## src/rtl/regbank_pkg.sv

```systemverilog
// Shared definitions for the register bank access controller: word and index
// widths of the DiBU register bank and the sequencer state encoding.
package regbank_pkg;

  localparam int unsigned REGBANK_DW = 8;
  localparam int unsigned REGBANK_AW = 3;

  typedef enum logic [2:0] {
    StIdle = 3'd0,
    StRd   = 3'd1,
    StCap  = 3'd2,
    StRsp  = 3'd3,
    StWr   = 3'd4
  } state_e;

endpackage

```

## src/rtl/txn_counter.sv

```systemverilog
// Synchronous modulo transaction counter; wraps at 2**Width with no saturation.
module txn_counter #(
  parameter int unsigned Width = 8
) (
  input  logic             clk,
  input  logic             rst,
  input  logic             inc,
  output logic [Width-1:0] count
);

  logic [Width-1:0] count_q;

  // Count register: clear on reset, step by one on each completed transaction.
  always_ff @(posedge clk) begin
    if (rst) begin
      count_q <= '0;
    end else if (inc) begin
      count_q <= count_q + 1'b1;
    end
  end

  assign count = count_q;

endmodule

```

## src/rtl/regbank_access_ctrl.sv

```systemverilog
// Initiator for the DiBU register bank port. Serialises operand reads and
// writebacks, hides the bank's one-cycle registered read latency and returns
// both operands over a held valid/ready response.
// Build option: REGBANK_ACCESS_CTRL_R0_ZERO_EN makes register 0 read as zero
// and suppresses bank writes to it.
module regbank_access_ctrl
  import regbank_pkg::*;
#(
  parameter int unsigned DW = REGBANK_DW,
  parameter int unsigned AW = REGBANK_AW
) (
  input  logic          clk,
  input  logic          rst,
  // request side
  input  logic          req_valid,
  output logic          req_ready,
  input  logic          req_we,
  input  logic [AW-1:0] req_ra,
  input  logic [AW-1:0] req_rb,
  input  logic [AW-1:0] req_rd,
  input  logic [DW-1:0] req_wdata,
  // response side
  output logic          rsp_valid,
  input  logic          rsp_ready,
  output logic [DW-1:0] rsp_a,
  output logic [DW-1:0] rsp_b,
  output logic          wr_done,
  output logic [7:0]    rd_count,
  output logic [7:0]    wr_count,
  // register bank pins
  output logic          bank_rw,
  output logic [AW-1:0] bank_ri_a,
  output logic [AW-1:0] bank_ri_b,
  output logic [AW-1:0] bank_ri_d,
  output logic [DW-1:0] bank_d,
  input  logic [DW-1:0] bank_a,
  input  logic [DW-1:0] bank_b
);

`ifdef REGBANK_ACCESS_CTRL_R0_ZERO_EN
  localparam bit R0Zero = 1'b1;
`else
  localparam bit R0Zero = 1'b0;
`endif

  state_e        state_q, state_d;
  logic          accept;
  logic [AW-1:0] ra_q, rb_q, rd_q;
  logic [DW-1:0] wdata_q;
  logic [DW-1:0] rsp_a_q, rsp_b_q;
  logic          wr_done_q;
  logic          rd_zero_a, rd_zero_b, wr_zero;
  logic          rd_inc, wr_inc;

  // State register.
  always_ff @(posedge clk) begin
    if (rst) begin
      state_q <= StIdle;
    end else begin
      state_q <= state_d;
    end
  end

  // Next-state logic; requests are only looked at in idle.
  always_comb begin
    state_d   = state_q;
    req_ready = 1'b0;
    accept    = 1'b0;
    unique case (state_q)
      StIdle: begin
        req_ready = 1'b1;
        if (req_valid) begin
          accept  = 1'b1;
          state_d = req_we ? StWr : StRd;
        end
      end
      StRd:    state_d = StCap;
      StCap:   state_d = StRsp;
      StRsp:   if (rsp_ready) state_d = StIdle;
      StWr:    state_d = StIdle;
      default: state_d = StIdle;
    endcase
  end

  // Request capture; these registers drive the bank index/data pins directly.
  always_ff @(posedge clk) begin
    if (rst) begin
      ra_q    <= '0;
      rb_q    <= '0;
      rd_q    <= '0;
      wdata_q <= '0;
    end else if (accept) begin
      ra_q    <= req_ra;
      rb_q    <= req_rb;
      rd_q    <= req_rd;
      wdata_q <= req_wdata;
    end
  end

  assign rd_zero_a = R0Zero && (ra_q == '0);
  assign rd_zero_b = R0Zero && (rb_q == '0);
  assign wr_zero   = R0Zero && (rd_q == '0);

  // Operand capture one cycle after the bank sampled the read indices.
  always_ff @(posedge clk) begin
    if (rst) begin
      rsp_a_q <= '0;
      rsp_b_q <= '0;
    end else if (state_q == StCap) begin
      rsp_a_q <= rd_zero_a ? '0 : bank_a;
      rsp_b_q <= rd_zero_b ? '0 : bank_b;
    end
  end

  // Write-commit pulse lands in the cycle the controller is back in idle.
  always_ff @(posedge clk) begin
    if (rst) begin
      wr_done_q <= 1'b0;
    end else begin
      wr_done_q <= (state_q == StWr);
    end
  end

  assign rd_inc = (state_q == StRsp) & rsp_ready;
  assign wr_inc = (state_q == StWr);

  txn_counter #(
    .Width (8)
  ) u_rd_count (
    .clk   (clk),
    .rst   (rst),
    .inc   (rd_inc),
    .count (rd_count)
  );

  txn_counter #(
    .Width (8)
  ) u_wr_count (
    .clk   (clk),
    .rst   (rst),
    .inc   (wr_inc),
    .count (wr_count)
  );

  // Gated by rst so a reset landing in the write cycle cancels the write.
  assign bank_rw   = (state_q == StWr) & ~rst & ~wr_zero;
  assign bank_ri_a = ra_q;
  assign bank_ri_b = rb_q;
  assign bank_ri_d = rd_q;
  assign bank_d    = wdata_q;

  assign rsp_valid = (state_q == StRsp);
  assign rsp_a     = rsp_a_q;
  assign rsp_b     = rsp_b_q;
  assign wr_done   = wr_done_q;

endmodule

```

## config.mk

```make
export PLATFORM = sky130hd
export DESIGN_NAME = regbank_access_ctrl
export DESIGN_NICKNAME = d
export VERILOG_FILES = /design/src/rtl/regbank_pkg.sv /design/src/rtl/txn_counter.sv /design/src/rtl/regbank_access_ctrl.sv
export SDC_FILE = /design/constraint.sdc
export NUM_CORES = 1
export LEC_CHECK = 0
export ABC_AREA = 1
export CORE_AREA = 2 2 66 81
export CTS_BUF_LIST = sky130_fd_sc_hd__clkbuf_4 sky130_fd_sc_hd__clkbuf_8
export CTS_CLUSTER_SIZE = 30
export DETAILED_ROUTE_END_ITERATION = 7
export DIE_AREA = 0 0 68 83
export GPL_TIMING_DRIVEN = 0
export PLACE_DENSITY = 0.88
export SETUP_SLACK_MARGIN = 0.1
export SYNTH_ARGS = -nofsm -noshare
export SYNTH_HDL_FRONTEND = slang
export SYNTH_HIERARCHICAL = 1
export SYNTH_SLANG_ARGS = --single-unit
```

## constraint.sdc

```tcl
create_clock -name clk -period 4.7 [get_ports clk]
set_input_delay 0.94 -clock clk [delete_from_list [all_inputs] [get_ports clk]]
set_output_delay 0.94 -clock clk [all_outputs]
set_load 0.05 [all_outputs]
```

==> out/metrics.csv <==
metric;value;unit
rsz0062_at_grt;false;
drt-total-wl;5200;um
rrSetupSlack;2.88;ns
die_w;68;um
ant_nets;0;
worstSetupEndpointType;primary output;
synth-edff-count;0;
drive_above_1_share;0.0743;
cts_tree;done;
io_buffers;90;
clock_sinks;53;
grt_max_degree;18;
hold_class;reg -> reg;
tightest_slew;0.749;ns
max_stage_delay;0.83;ns
grt_pass1_wl;8510;um
netlist.area_leader.share;0.480;
finalCritPeriodShare;0.754;
critical_path_class;in -> out;
gp_congestion;0.792;
outcome;finished clean;
finalCriticalPeriod;3.54;ns
synthTopCellsByArea;dfxtp_1 (48%), nor2_1 (14%), nand2_1 (9.5%);
worstPathRequired;3.76;ns
post_drt_wl_per_cell;11.2;um
syn_area;2210;sq um
antenna_cells;0;
core-area;4830;sq um
hpwlAfterDp;3980;um
numCtsBuffers;5;
drt_iter0_markers;74;
cap_violations;0;
synthDistinctLibCells;25;
skew;0.00869;ns
synth_top_area_cell;dfxtp_1;
leakage;1.43;nW
via_per_inst;4.71;
grtUsageMet3;0.0691;
ys_warn_count;6;
ctsHoldBuffers;0;
synth.most_common_cell;nor2_1;
vdd_drop_max;0.286;mV
dieArea;5640;sq um
cts_buffer_depth;2;
slowest_stage;clkdlybuf4s50_1;
top_usage_layer;met2;
vias;2185;
fmax;0.282;GHz
pin_count;91;
yosysSeqAreaShare;0.480;
ys_seq_elements;53;
track_usage;0.190;
cp_cell_sequence;clkdlybuf4s50_1 > nor3_1 > clkdlybuf4s50_1;
antenna_found_initial;0;
grt_remaining_overflow;0;
path_common_cell;clkdlybuf4s50_1;
clkSlewWorstSetupHoldPaths;0.10;ns
gr-usage-met2;0.340;
clkLatencyLatePin;0.30;ns
drc;0;
synth_common_cells;nor2_1 (83), nand2_1 (56), dfxtp_1 (53), inv_1 (39), o21ai_0 (21);
cts-resized-gates;0;
hold_viol_final;0;
first_global_vias;2042;
cp.arrival;2.60;ns
htreeDepth;2;
final_area;3300;sq um
timing.rr.end;u_rd_count/count[6]$_SDFFE_PP0P_;
nets;443;
postSynthNetCount;346;
min_from;rsp_a[1]$_SDFFE_PP0N_;
hold_path_end;rsp_a[1]$_SDFFE_PP0N_;
finalSetupViolations;0;
placed_area;3180;sq um
ys.flop_type;dfxtp_1;
root_buffer;clkbuf_8;
slew_headroom;0.497;
synthesis.area_per_instance;7.22;sq um
pwr_density_cell;407;nW/um^2
fin_setup_tns;0;ns
syn_inst;306;
r2r-start;state_q[1]$_SDFFE_PP0P_;
post_cts_buffers;0;
die_h;83;um
ff2ff_path_depth;7;
fp-row-count;28;
drv_slew;0;
grtUsageMet1;0.202;
initial_core_util;0.457;
worstPathMaxFanout;9;
crit_path_start_kind;primary input;
whs_path_depth;2;
async_flop_share;0;
syn2layout_area_growth;49.3;%
drt_first_pass_iters;4;
cell usage in the layout, fill, tap and decap left out:
| master | Yosys | routed |
|---|---|---|
| clkdlybuf4s50_1 | 0 | 90 |
| nor2_1 | 83 | 83 |
| nand2_1 | 56 | 56 |
| dfxtp_1 | 53 | 53 |
| inv_1 | 39 | 39 |
| o21ai_0 | 21 | 21 |
| a21oi_1 | 13 | 13 |
| nand3_1 | 8 | 8 |
| nor3_1 | 5 | 5 |
| clkbuf_8 | 0 | 5 |
| nand3_2 | 4 | 4 |
| nor2_4 | 3 | 3 |
| buf_6 | 2 | 2 |
| buf_2 | 2 | 2 |
| nor2_2 | 2 | 2 |
| nand2_2 | 2 | 2 |
| nand4_1 | 2 | 2 |
| ha_1 | 2 | 2 |
| or2_2 | 1 | 1 |
| nand3_4 | 1 | 1 |
| buf_4 | 1 | 1 |
| nand2_4 | 1 | 1 |
| inv_2 | 1 | 1 |
| buf_8 | 1 | 1 |
| clkbuf_2 | 1 | 1 |
| o21ai_1 | 1 | 1 |
| clkbuf_1 | 1 | 1 |
| bufinv_16 | 0 | 1 |
| clkinv_2 | 0 | 1 |
| inv_6 | 0 | 1 |
per-layer routing:
metal | vias up | part of all wire
met5 | - | 0
met4 | 0 | 0.014
met3 | 9 | 0.073
met2 | 59 | 0.52
met1 | 988 | 0.40
li1 | 1129 | -
through the flow:
step / instances / power (mW) / util / hold slack, ns / setup slack, ns
after global placement: 456 / 1.03 / 0.659 / 0.463 / 1.15
final: 464 / 1.34 / 0.682 / 0.491 / 1.16
after detailed placement: 456 / 1.04 / 0.659 / 0.473 / 1.15
after CTS: 464 / 1.35 / 0.682 / 0.492 / 1.15
after floorplan: 306 / 0.875 / - / 0.536 / 1.74
after global routing: 464 / 1.41 / 0.682 / 0.511 / 1.07
area by class of cell:
type	instances	area, sq um
Tap cell	60	75.1
Sequential cell	53	1060
Timing Repair Buffer	90	901
Inverter	40	150
Clock buffer	5	68.8
Multi-Input combinational cell	205	933
Fill cell	396	1540
Clock inverter	3	43.8
Buffer	8	63.8
worst max-delay path: cells and delay by family:
kind / cells / cell delay, ns
AND/OR/NAND/NOR: 1 / 0.26
buffers and inverters: 2 / 1.40
power by group:
| group | switching (mW) | internal, mW |
|---|---|---|
| combinational | 0.320 | 0.178 |
| clock | 0.149 | 0.160 |
| sequential | 0.0324 | 0.502 |
worst max-delay path by stage:
stage | from | endpoint | cells past startpoint
final | rst | bank_rw | 3
after global routing | rst | bank_rw | 3
after CTS | rst | bank_rw | 3
after detailed placement | rst | bank_rw | 3
after global placement | rst | bank_rw | 3
after floorplan | rst | bank_rw | 1
cells by family after synthesis:
kind of cell	Yosys count	synth area share
flops	53	0.480
simple gates	168	0.332
compound gates	35	0.0793
fa+ha+maj	2	0.0113
buf+inv	48	0.0969
registers in the layout (all words and copies together), names as in the netlist:
| register | flops |
|---|---|
| bank_ri_b | 3 |
| rsp_b | 8 |
| bank_ri_a | 3 |
| wr_done | 1 |
| u_rd_count/count | 8 |
| state_q | 3 |
| bank_d | 8 |
| rsp_a | 8 |
| u_wr_count/count | 8 |
| bank_ri_d | 3 |
Power figures use the tool's default switching activity.
